<file path="src/rtl/ddr5_pwrgd_pkg.sv">
// ddr5_pwrgd_pkg: per-channel state type, timing defaults and channel-index width
// for the DDR5 PWRGD_FAIL receive monitor.
package ddr5_pwrgd_pkg;
    typedef enum logic [2:0] {ST_OFF, ST_ARM, ST_MON, ST_FILT, ST_FLT} ch_state_e;
    localparam int ARM_DLY_DEF = 20;
    localparam int DEB_CNT_DEF = 4;
    function automatic int ch_w(input int n);
        return (n > 2) ? $clog2(n) : 1;
    endfunction
endpackage

</file>
<file path="src/rtl/ddr5_pwrgd_fail_monitor_if.sv">
// ddr5_pwrgd_fail_monitor_if: BMC-side fault report and 4-phase clear handshake.
// master = BMC register file, slave = monitor.
interface ddr5_pwrgd_fail_monitor_if #(
    parameter int MC_SIZE = 4,
    parameter int CH_W    = ddr5_pwrgd_pkg::ch_w(MC_SIZE)
);
    logic               iClrFlt;
    logic               oFltAck;
    logic [MC_SIZE-1:0] oDimmFltLatched;
    logic               oFltPulse;
    logic               oFirstFltVld;
    logic [CH_W-1:0]    oFirstFltCh;
    logic [7:0]         oFltCnt;
    modport master (output iClrFlt,
                    input  oFltAck, oDimmFltLatched, oFltPulse, oFirstFltVld, oFirstFltCh, oFltCnt);
    modport slave  (input  iClrFlt,
                    output oFltAck, oDimmFltLatched, oFltPulse, oFirstFltVld, oFirstFltCh, oFltCnt);
endinterface

</file>
<file path="src/rtl/ddr5_pwrgd_fail_ch_fsm.sv">
// ddr5_pwrgd_fail_ch_fsm: one channel's PWRGD_FAIL synchronizer, arm/debounce FSM
// and counters; o_latch flags the cycle the channel is about to enter FLT.
module ddr5_pwrgd_fail_ch_fsm
    import ddr5_pwrgd_pkg::*;
#(
    parameter int ARM_DLY = ARM_DLY_DEF,
    parameter int DEB_CNT = DEB_CNT_DEF
) (
    input  logic iClk,
    input  logic iRst_n,
    input  logic i_pin,
    input  logic i_pwrok,
    input  logic i_mask,
    input  logic i_clr,
    output logic o_flt,
    output logic o_latch
);
    localparam int AW = $clog2(ARM_DLY + 1);
    localparam int DW = $clog2(DEB_CNT + 1);
    ch_state_e       r_state;
    logic [1:0]      r_sync;
    logic [AW-1:0]   r_arm_cnt;
    logic [DW-1:0]   r_deb_cnt;
    logic            w_s;
    assign w_s     = r_sync[1];
    assign o_flt   = (r_state == ST_FLT);
    assign o_latch = (r_state == ST_FILT) && i_pwrok && !w_s && !i_mask &&
                     (r_deb_cnt == DW'(DEB_CNT - 1));
    always_ff @(posedge iClk or negedge iRst_n) begin
        if (!iRst_n) r_sync <= '0;
        else         r_sync <= {r_sync[0], i_pin};
    end
    always_ff @(posedge iClk or negedge iRst_n) begin
        if (!iRst_n) begin
            r_state   <= ST_OFF;
            r_arm_cnt <= '0;
            r_deb_cnt <= '0;
        end else begin
            case (r_state)
                ST_OFF: if (i_pwrok && w_s) begin
                    r_state   <= ST_ARM;
                    r_arm_cnt <= '0;
                end
                ST_ARM: begin
                    if (!i_pwrok) r_state <= ST_OFF;
                    else if (!w_s) r_arm_cnt <= '0;
                    else if (r_arm_cnt == AW'(ARM_DLY - 1)) r_state <= ST_MON;
                    else r_arm_cnt <= r_arm_cnt + 1'b1;
                end
                ST_MON: begin
                    if (!i_pwrok) r_state <= ST_OFF;
                    else if (!w_s && !i_mask) begin
                        r_state   <= ST_FILT;
                        r_deb_cnt <= '0;
                    end
                end
                ST_FILT: begin
                    if (!i_pwrok) r_state <= ST_OFF;
                    else if (w_s || i_mask) begin
                        r_state   <= ST_MON;
                        r_deb_cnt <= '0;
                    end else if (o_latch) r_state <= ST_FLT;
                    else r_deb_cnt <= r_deb_cnt + 1'b1;
                end
                // DRAMPWROK is ignored here so a fault survives power-down
                ST_FLT: if (i_clr && w_s) r_state <= ST_OFF;
                default: r_state <= ST_OFF;
            endcase
        end
    end
endmodule

</file>
<file path="src/rtl/ddr5_pwrgd_fail_monitor.sv">
// ddr5_pwrgd_fail_monitor: per-channel DIMM PWRGD_FAIL fault latching with clear handshake,
// first-fault capture and pulse; fault counter built only with DDR5_PWRGD_FLT_CNT_EN.
module ddr5_pwrgd_fail_monitor
    import ddr5_pwrgd_pkg::*;
#(
    parameter int MC_SIZE = 4,
    parameter int ARM_DLY = ARM_DLY_DEF,
    parameter int DEB_CNT = DEB_CNT_DEF
) (
    input  logic                iClk,
    input  logic                iRst_n,
    input  logic [MC_SIZE-1:0]  iPWRGD_FAIL_CH_DIMM_CPU,
    input  logic [MC_SIZE-1:0]  iPWRGD_DRAMPWRGD_OK,
    input  logic [MC_SIZE-1:0]  iFpgaDrvLow,
    input  logic                iAdrEvent,
    ddr5_pwrgd_fail_monitor_if.slave bmc
);
    localparam int CH_W = ch_w(MC_SIZE);
    logic [MC_SIZE-1:0] w_flt;
    logic [MC_SIZE-1:0] w_latch;
    logic               w_clr;
    logic [CH_W-1:0]    w_first;
    logic               r_ack;
    logic               r_pulse;
    logic               r_vld;
    logic [CH_W-1:0]    r_first;
    assign w_clr = bmc.iClrFlt && !r_ack;
    for (genvar g = 0; g < MC_SIZE; g++) begin : g_ch
        ddr5_pwrgd_fail_ch_fsm #(.ARM_DLY(ARM_DLY), .DEB_CNT(DEB_CNT)) u_ch (
            .iClk    (iClk),
            .iRst_n  (iRst_n),
            .i_pin   (iPWRGD_FAIL_CH_DIMM_CPU[g]),
            .i_pwrok (iPWRGD_DRAMPWRGD_OK[g]),
            .i_mask  (iFpgaDrvLow[g] | iAdrEvent),
            .i_clr   (w_clr),
            .o_flt   (w_flt[g]),
            .o_latch (w_latch[g])
        );
    end
    always_comb begin
        w_first = '0;
        for (int k = MC_SIZE - 1; k >= 0; k--) if (w_latch[k]) w_first = CH_W'(k);
    end
    // a latch in the clear cycle wins over the clear and is recorded afresh
    always_ff @(posedge iClk or negedge iRst_n) begin
        if (!iRst_n) begin
            r_ack   <= 1'b0;
            r_pulse <= 1'b0;
            r_vld   <= 1'b0;
            r_first <= '0;
        end else begin
            r_ack   <= bmc.iClrFlt;
            r_pulse <= |w_latch;
            if ((|w_latch) && (w_clr || !r_vld)) begin
                r_vld   <= 1'b1;
                r_first <= w_first;
            end else if (w_clr) begin
                r_vld   <= 1'b0;
                r_first <= '0;
            end
        end
    end
`ifdef DDR5_PWRGD_FLT_CNT_EN
    logic [7:0] r_cnt;
    logic [7:0] w_add;
    logic [8:0] w_sum;
    always_comb begin
        w_add = '0;
        for (int k = 0; k < MC_SIZE; k++) w_add = w_add + 8'(w_latch[k]);
        w_sum = {1'b0, w_clr ? 8'd0 : r_cnt} + {1'b0, w_add};
    end
    always_ff @(posedge iClk or negedge iRst_n) begin
        if (!iRst_n) r_cnt <= '0;
        else         r_cnt <= w_sum[8] ? 8'hFF : w_sum[7:0];
    end
    assign bmc.oFltCnt = r_cnt;
`else
    assign bmc.oFltCnt = '0;
`endif
    assign bmc.oFltAck         = r_ack;
    assign bmc.oDimmFltLatched = w_flt;
    assign bmc.oFltPulse       = r_pulse;
    assign bmc.oFirstFltVld    = r_vld;
    assign bmc.oFirstFltCh     = r_first;
endmodule

</file>
<file path="src/flat_wrapper.sv">
// flat-port wrapper written by rule: the top's interface ports become plain ports
module ddr5_pwrgd_fail_monitor_flat import ddr5_pwrgd_pkg::*;
#(
    parameter int MC_SIZE = 4,
    parameter int ARM_DLY = ARM_DLY_DEF,
    parameter int DEB_CNT = DEB_CNT_DEF
)
  (iClk, iRst_n, iPWRGD_FAIL_CH_DIMM_CPU, iPWRGD_DRAMPWRGD_OK, iFpgaDrvLow, iAdrEvent, bmc_iClrFlt, bmc_oFltAck, bmc_oDimmFltLatched, bmc_oFltPulse, bmc_oFirstFltVld, bmc_oFirstFltCh, bmc_oFltCnt);
  ddr5_pwrgd_fail_monitor_if #(.MC_SIZE(MC_SIZE)) bmc_i ();
  input  logic iClk;
  input  logic iRst_n;
  input  logic [MC_SIZE-1:0] iPWRGD_FAIL_CH_DIMM_CPU;
  input  logic [MC_SIZE-1:0] iPWRGD_DRAMPWRGD_OK;
  input  logic [MC_SIZE-1:0] iFpgaDrvLow;
  input  logic iAdrEvent;
  input wire logic [$bits(bmc_i.iClrFlt)-1:0] bmc_iClrFlt;
  output wire logic [$bits(bmc_i.oFltAck)-1:0] bmc_oFltAck;
  output wire logic [$bits(bmc_i.oDimmFltLatched)-1:0] bmc_oDimmFltLatched;
  output wire logic [$bits(bmc_i.oFltPulse)-1:0] bmc_oFltPulse;
  output wire logic [$bits(bmc_i.oFirstFltVld)-1:0] bmc_oFirstFltVld;
  output wire logic [$bits(bmc_i.oFirstFltCh)-1:0] bmc_oFirstFltCh;
  output wire logic [$bits(bmc_i.oFltCnt)-1:0] bmc_oFltCnt;
  assign bmc_i.iClrFlt = bmc_iClrFlt;
  assign bmc_oFltAck = bmc_i.oFltAck;
  assign bmc_oDimmFltLatched = bmc_i.oDimmFltLatched;
  assign bmc_oFltPulse = bmc_i.oFltPulse;
  assign bmc_oFirstFltVld = bmc_i.oFirstFltVld;
  assign bmc_oFirstFltCh = bmc_i.oFirstFltCh;
  assign bmc_oFltCnt = bmc_i.oFltCnt;
  ddr5_pwrgd_fail_monitor #(.MC_SIZE(MC_SIZE), .ARM_DLY(ARM_DLY), .DEB_CNT(DEB_CNT)) u_core (.iClk(iClk), .iRst_n(iRst_n), .iPWRGD_FAIL_CH_DIMM_CPU(iPWRGD_FAIL_CH_DIMM_CPU), .iPWRGD_DRAMPWRGD_OK(iPWRGD_DRAMPWRGD_OK), .iFpgaDrvLow(iFpgaDrvLow), .iAdrEvent(iAdrEvent), .bmc(bmc_i));
endmodule
</file>
<file path="config.mk">
export PLATFORM = sky130hd
export DESIGN_NAME = ddr5_pwrgd_fail_monitor_flat
export DESIGN_NICKNAME = d
export VERILOG_FILES = /design/src/rtl/ddr5_pwrgd_pkg.sv /design/src/rtl/ddr5_pwrgd_fail_monitor_if.sv /design/src/rtl/ddr5_pwrgd_fail_ch_fsm.sv /design/src/rtl/ddr5_pwrgd_fail_monitor.sv /design/src/flat_wrapper.sv
export SDC_FILE = /design/constraint.sdc
export NUM_CORES = 1
export LEC_CHECK = 0
export CAP_MARGIN = 20
export CORE_AREA = 5 5 114 62
export DETAILED_ROUTE_END_ITERATION = 16
export DIE_AREA = 0 0 119 67
export HOLD_SLACK_MARGIN = 0.08
export PLACE_DENSITY = 0.9
export SYNTH_ARGS = -nofsm -noshare
export SYNTH_HDL_FRONTEND = slang
export SYNTH_HIERARCHICAL = 1
export SYNTH_SLANG_ARGS = --single-unit
</file>
<file path="constraint.sdc">
create_clock -name iClk -period 2.01 [get_ports iClk]
set_input_delay 0.603 -clock iClk [delete_from_list [all_inputs] [get_ports iClk]]
set_output_delay 0.603 -clock iClk [all_outputs]
set_load 0.005 [all_outputs]
</file>
==> results of run 1 <==
layer usage:
layer / vias to the layer above / global-route usage, % / wire (um)
li1: 1332 / - / -
met1: 1365 / 28.3 / 3570
met2: 108 / 33.0 / 3590
met3: 18 / 7.97 / 644
met4: 0 / 7.79 / 133
met5: - / 0 / 0
through the flow:
| step | instance area [um2] | total power, mW | setup WS (ns) | util, % |
|---|---|---|---|---|
| 2_1_floorplan | 3320 | 1.50 | 0.0350 | - |
| 3_3_place_gp | 3840 | 1.64 | -0.302 | 65.1 |
| 3_5_place_dp | 3840 | 1.66 | -0.399 | 65.1 |
| 4_1_cts | 4180 | 3.05 | 0.0754 | 70.8 |
| 5_1_grt | 4220 | 3.19 | -0.0188 | 71.5 |
| 6_report | 4220 | 3.05 | 0.0263 | 71.5 |
worst max path at each step:
stage,startpoint,end,slack (ns),cells after the start
6_report,iFpgaDrvLow[1],u_core/bmc.oFirstFltCh[1],0.03,8
5_1_grt,iFpgaDrvLow[1],u_core/bmc.oFirstFltCh[1],-0.02,8
4_1_cts,iFpgaDrvLow[2],u_core/bmc.oFirstFltCh[0],0.08,8
3_5_place_dp,iAdrEvent,u_core/bmc.oFirstFltCh[1],-0.40,8
3_3_place_gp,iAdrEvent,u_core/bmc.oFirstFltCh[1],-0.30,8
2_1_floorplan,iAdrEvent,u_core/bmc.oFirstFltCh[1],0.03,6
flip-flops by register name, summed over array words and instances (netlist names):
register / cells
u_core/g_ch.u_ch/r_arm_cnt: 20
u_core/bmc.oFirstFltVld: 1
u_core/bmc.oFltAck: 1
u_core/bmc.oFltPulse: 1
u_core/g_ch.u_ch/r_deb_cnt: 12
u_core/g_ch.u_ch/r_state: 12
u_core/bmc.oFirstFltCh: 2
u_core/g_ch.u_ch/r_sync: 8
critical path, stage by stage:
cell and delay [ns]:
clkdlybuf4s50_1 0.43, or2_1 0.25, nand4bb_4 0.23, nor3_2 0.18, buf_4 0.18, nor2_1 0.06, o211ai_1 0.17, o21ai_1 0.09
cells in the mapped netlist, drive strengths merged:
| library cell | count |
|---|---|
| nor4 | 3 |
| o31ai | 22 |
| or3 | 7 |
| nand2 | 26 |
| or4bb | 3 |
| a211o | 1 |
| nand4b | 5 |
| and3 | 4 |
| nand3b | 1 |
| o211ai | 3 |
| o22ai | 1 |
| a21bo | 1 |
| o21a | 3 |
| o41ai | 3 |
| o21ai | 26 |
| and2 | 5 |
| a21oi | 7 |
| mux2 | 3 |
| a2bb2oi | 1 |
| a31oi | 3 |
| buf | 16 |
| dfrtp | 57 |
| o2111ai | 4 |
| nand3 | 11 |
| and2b | 1 |
| inv | 17 |
| nand4bb | 4 |
| or4 | 2 |
| nor2b | 6 |
| a21o | 8 |
| nand2b | 10 |
| nor3b | 4 |
| a31o | 2 |
| conb | 1 |
| or2 | 7 |
| clkbuf | 8 |
| and4bb | 1 |
| nor2 | 21 |
| ha | 12 |
| a221oi | 1 |
| nor3 | 6 |
| nor4bb | 5 |
| mux2i | 1 |
timing repair:
action,CTS,global route
pin swaps,6,0
gates resized for setup,16,4
hold endpoints to repair,0,0
buffers inserted,3,0
hold buffers,0,0
endpoints found under the setup margin,10,3
cell usage in the layout, fill, tap and decap left out, types with 10 or more instances in the layout:
master / n
clkdlybuf4s50_1: 18
o21ai_0: 21
buf_4: 46
nand3_1: 10
ha_1: 12
nand2_1: 26
inv_1: 15
o31ai_1: 19
nor2_1: 20
dfrtp_1: 57
power groups by stage:
stage / logic, mW / registers [mW] / clock network [mW]
final: 0.412 / 1.26 / 1.37
after global routing: 0.458 / 1.27 / 1.46
after CTS: 0.397 / 1.26 / 1.40
after detailed placement: 0.388 / 1.27 / 0
after global placement: 0.374 / 1.26 / 0
after floorplan: 0.255 / 1.25 / 0
logic make-up (layout without fill, tap and decap cells):
group / count (synthesis) / count (layout)
and+or+nand+nor: 132 / 132
buffers and inverters: 41 / 102
adders and majority gates: 12 / 12
muxes: 4 / 4
DFF: 57 / 57
AOI/OAI and AO/OA: 86 / 86
other: 1 / 8
area by class of cell:
| class | count | area, um2 |
|---|---|---|
| clock buffers | 14 | 264 |
| fillers | 413 | 1680 |
| inverters | 17 | 63.8 |
| multi-input cells | 242 | 1780 |
| flip-flops and latches | 57 | 1430 |
| well taps | 77 | 96.3 |
| repair buffers | 71 | 594 |
==> metrics.md, run 1 <==
| Metric | Value |
|---|---|
| TritonRoute pass-1 iters | 4 |
| FF-to-FF path depth | 5 |
| Clk root buf | clkbuf_16 |
| Worst-path clk slew | 0.05 ns |
| Clock buffer depth | 2 |
| Fmax | 0.504 GHz |
| Clock share of power | 45.1% |
| R2R Path End | u_core/g_ch[1].u_ch/r_arm_cnt[3] |
| First-pass GRT wire length | 13400 um |
| Comb power frac | 13.5% |
| GP Congestion | 0.854 |
| Worst R2R Setup Slack | 0.14 ns |
| Antenna diode count | 0 |
| Fraction of layout cells with a size suffix above 1 | 25.2% |
| Post-DR wirelength/cell | 16.6 um |
| Synth Warn # | 6 |
| Hold slack | 0.219 ns |
| Switching share of power | 24.9% |
| Max-cap violations | 0 |
| Type of origin of the critical path | input port |
| Pwr dens | 721 nW/um2 |
| Post-Synthesis Cells | 333 |
| Nets | 426 |
| Mapped Area | 3280 um2 |
| Flop pwr share | 41.4% |
| Setup violators final | 0 |
| Antenna Violating Nets Remaining | 0 |
| Run status | finished clean |
| Initial Util | 55.6% |
| Period utilization | 98.7% |
| Reg-to-reg startpoint | u_core/g_ch[1].u_ch/r_arm_cnt[0] |
| Area contributors post-synth | dfrtp_1, ha_1, o31ai_1, o21ai_0, nand2_1 |
| Total track usage | 21.6% |
| Port Buffer Count | 24 |
| Placed Instances | 461 |
| Detailed placer's ending HPWL | 5630 um |
| Skew final | 0.00636 ns |
| Leak | 1.94 nW |
| Die Width | 119 um |
| Arr. time, crit path | 2.19 ns |
| Combinational family with the most area after synthesis | simple AND/OR/NAND/NOR gates |
| Clk sink count | 57 |
| DR iter-0 viols | 264 |
| DRC Markers | 0 |
| Hold WC Path Type | input port to async pin |
| Synth Area in XOR/XNOR | 0% |
| Total congestion overflow | 0 |
| Crit end category | flop |
| Area delta synth->final | 28.6% |
| H-tree levels | 3 |
| IO Pins | 33 |
| Worst-path fanout max | 4 |
| Setup tns final | 0 ns |
| Total CTS buffers | 9 |
| Total die area | 7970 um2 |
| Rows | 20 |
| Area of the core | 5910 um2 |
| Net Sw Power | 0.759 mW |
| Synth Area in Adders | 4.57% |
| CP Class | input port to flop |
| Final number of hold-violating endpoints | 0 |
| Multiplexer area fraction after synthesis | 1.33% |
| Mean Syn Cell Area | 9.86 um2 |
| Mean number of vias per cell | 5.91 |
| Distinct cells, synth | 58 |
| Pin count of the biggest net entering global routing | 23 |
| Area leader, netlist | dfrtp_1 |
| Final non-filler cell total | 478 |
| Die Ht | 67 um |
| Vias | 2823 |
| Initial antenna violation count | 0 |
| Max-slew violation count | 0 |
| Synthesized flop and latch total | 57 |
| DRT Wirelength | 7940 um |
| CTS tree | built |
| Req. time, crit path | 2.22 ns |
| Internal power | 2.29 mW |
| Worst-skew pair later-pin latency | 0.33 ns |
| Synth Area in Compound Gates | 18.4% |
| Final min period | 1.98 ns |
| Yosys top cell area share | 43.4% |
| Sequential share of the synthesized area | 43.4% |
| Number of global-route vias before repair | 2824 |
| Post-Synth Simple-Gate Area | 25.8% |
| Peak VDD IR | 0.449 mV |
(Power assumes the default switching activity.)
==> run 2, diff against run 1 <==
Settings changed: SKIP_CTS_REPAIR_TIMING from default to 1.
==> run 2 against run 1 <==
Against the previous run:
- routed wire length fell by 2.9%
- first-iteration DRC count rose by 2.3%
- global-route usage fell by 0.72 points
- count of clock-buffer cells in the layout did not move
- design area rose by 0.15%
- flip-flop and latch count did not move
- combinational power barely moved
- utilization rose by 0.11 points
- die area did not move
- clock power barely moved
- largest cell class unchanged
- highest routed layer unchanged
==> metrics.md, run 2 (same netlist as run 1, synthesis figures left out) <==
| Metric | Value |
|---|---|
| Hold WC Path Type | input port to async pin |
| Req. time, crit path | 2.21 ns |
| Final min period | 1.96 ns |
| Clock buffer depth | 2 |
| Fraction of layout cells with a size suffix above 1 | 25.1% |
| Worst-path fanout max | 4 |
| Area delta synth->final | 28.8% |
| Nets | 424 |
| Max reg flops | 20 |
| Peak VDD IR | 0.448 mV |
| Clk sink count | 57 |
| Worst Setup SP | iFpgaDrvLow[2] |
| Critical path depth | 8 |
| Total CTS buffers | 9 |
| FF-to-FF path depth | 5 |
| Arr. time, crit path | 2.16 ns |
| Worst-path clk slew | 0.05 ns |
| Setup violators final | 0 |
| Total congestion overflow | 0 |
| Clk root buf | clkbuf_16 |
| Area of the core | 5910 um2 |
| Worst R2R Setup Slack | 0.17 ns |
| TritonRoute pass-1 iters | 5 |
| GP Congestion | 0.854 |
| Total track usage | 20.9% |
| Port Buffer Count | 24 |
| Largest registers | u_core/g_ch.u_ch/r_arm_cnt x20, u_core/g_ch.u_ch/r_deb_cnt x12, u_core/g_ch.u_ch/r_state x12 |
| Run status | finished clean |
| Leak | 1.99 nW |
| Post-DR wirelength/cell | 16.2 um |
| Core Util, Final | 71.6% |
| Final number of hold-violating endpoints | 0 |
| Skew final | 0.00526 ns |
| Number of global-route vias before repair | 2743 |
| Post-route cell area | 4230 um2 |
| Total die area | 7970 um2 |
| RSZ-0062 raised after global routing | false |
| Pwr dens | 716 nW/um2 |
| Setup tns final | 0 ns |
| DP Area | 3840 um2 |
| Initial Util | 55.6% |
| CP endpoint | u_core/bmc.oFirstFltCh[0] |
| Worst-skew pair later-pin latency | 0.32 ns |
| Die Width | 119 um |
| CP Class | input port to flop |
| H-tree levels | 3 |
| Die Ht | 67 um |
| Detailed placer's ending HPWL | 5630 um |
| Most frequent cells in the layout | dfrtp_1, buf_4, nand2_1 |
| DRT Wirelength | 7710 um |
| CP peak stage delay | 0.43 ns |
| DR iter-0 viols | 270 |
| Crit end category | flop |
| Mean number of vias per cell | 5.87 |
| Max-slew violation count | 0 |
| Max-cap violations | 0 |
| Type of origin of the critical path | input port |
| CTS tree | built |
| Commonest non-fill, non-tap cell in the layout | dfrtp_1 |
| DRC Markers | 0 |
| Reg-to-reg startpoint | u_core/g_ch[1].u_ch/r_arm_cnt[0] |
| Crit path max-delay family | simple AND/OR/NAND/NOR gates |
| First-pass GRT wire length | 13000 um |
| Rows | 20 |
| Fillers | 408 |
| Crit-path cells | clkdlybuf4s50_1 -> or2_1 -> nand4bb_4 -> nor3_2 -> buf_4 -> nor4_4 -> o211ai_2 -> o31ai_2 |
| IO Pins | 33 |
| Worst path slowest cell | clkdlybuf4s50_1 |
| Fmax | 0.509 GHz |
| Period utilization | 97.7% |
| Antenna diode count | 0 |
| Vias | 2794 |
| Pin count of the biggest net entering global routing | 23 |
| Initial antenna violation count | 0 |
| Buf/Inv on CP | 2 |
| Biggest register | u_core/g_ch.u_ch/r_arm_cnt |
| Antenna Violating Nets Remaining | 0 |
| R2R Path End | u_core/g_ch[1].u_ch/r_arm_cnt[3] |
[run 2: area by class of cell]
cell class	count	area (um2)	share of cell area [%]
Sequential cell	57	1430	33.7
Timing Repair Buffer	69	598	14.1
Multi-Input combinational cell	242	1780	42.1
Inverter	17	63.8	1.51
Tap cell	77	96.3	2.28
Clock buffer	14	264	6.24
[run 2: worst min path at each step]
stage	cells after the start	endpoint
after global placement	0	u_core/g_ch[0].u_ch/r_sync[1]
after detailed placement	0	u_core/g_ch[3].u_ch/r_sync[1]
after global routing	1	u_core/g_ch[1].u_ch/r_state[0]
after CTS	1	u_core/g_ch[3].u_ch/r_deb_cnt[1]
after floorplan	0	u_core/bmc.oFirstFltCh[0]
final	1	u_core/bmc.oFltPulse
[run 2: power breakdown]
part | total (mW) | switching [mW] | internal, mW
combinational | 0.411 | 0.214 | 0.197
clock | 1.36 | 0.472 | 0.885
sequential | 1.26 | 0.0534 | 1.20
[run 2: layer usage]
metal	track usage, %	wire [um]
met5	0	0
met3	8.65	608
met2	31.3	3460
met4	7.36	55
met1	27.2	3590
[run 2: stage by stage]
stage / setup slack (ns) / hold slack (ns) / instances / power [mW]
floorplan: 0.0350 / 0.307 / 340 / 1.50
global placement: -0.302 / 0.332 / 461 / 1.64
detailed placement: -0.399 / 0.337 / 461 / 1.66
CTS: -0.201 / 0.224 / 475 / 3.05
global route: 0.00626 / 0.241 / 476 / 3.18
finish: 0.0467 / 0.229 / 476 / 3.03
[run 2: worst register-to-register path, delay by kind of cell, from the launching register on]
family / cells / cell delay, ns
fa+ha+maj: 1 / 0.25
flops: 1 / 0.40
simple gates: 3 / 0.88
compound gates: 1 / 0.21
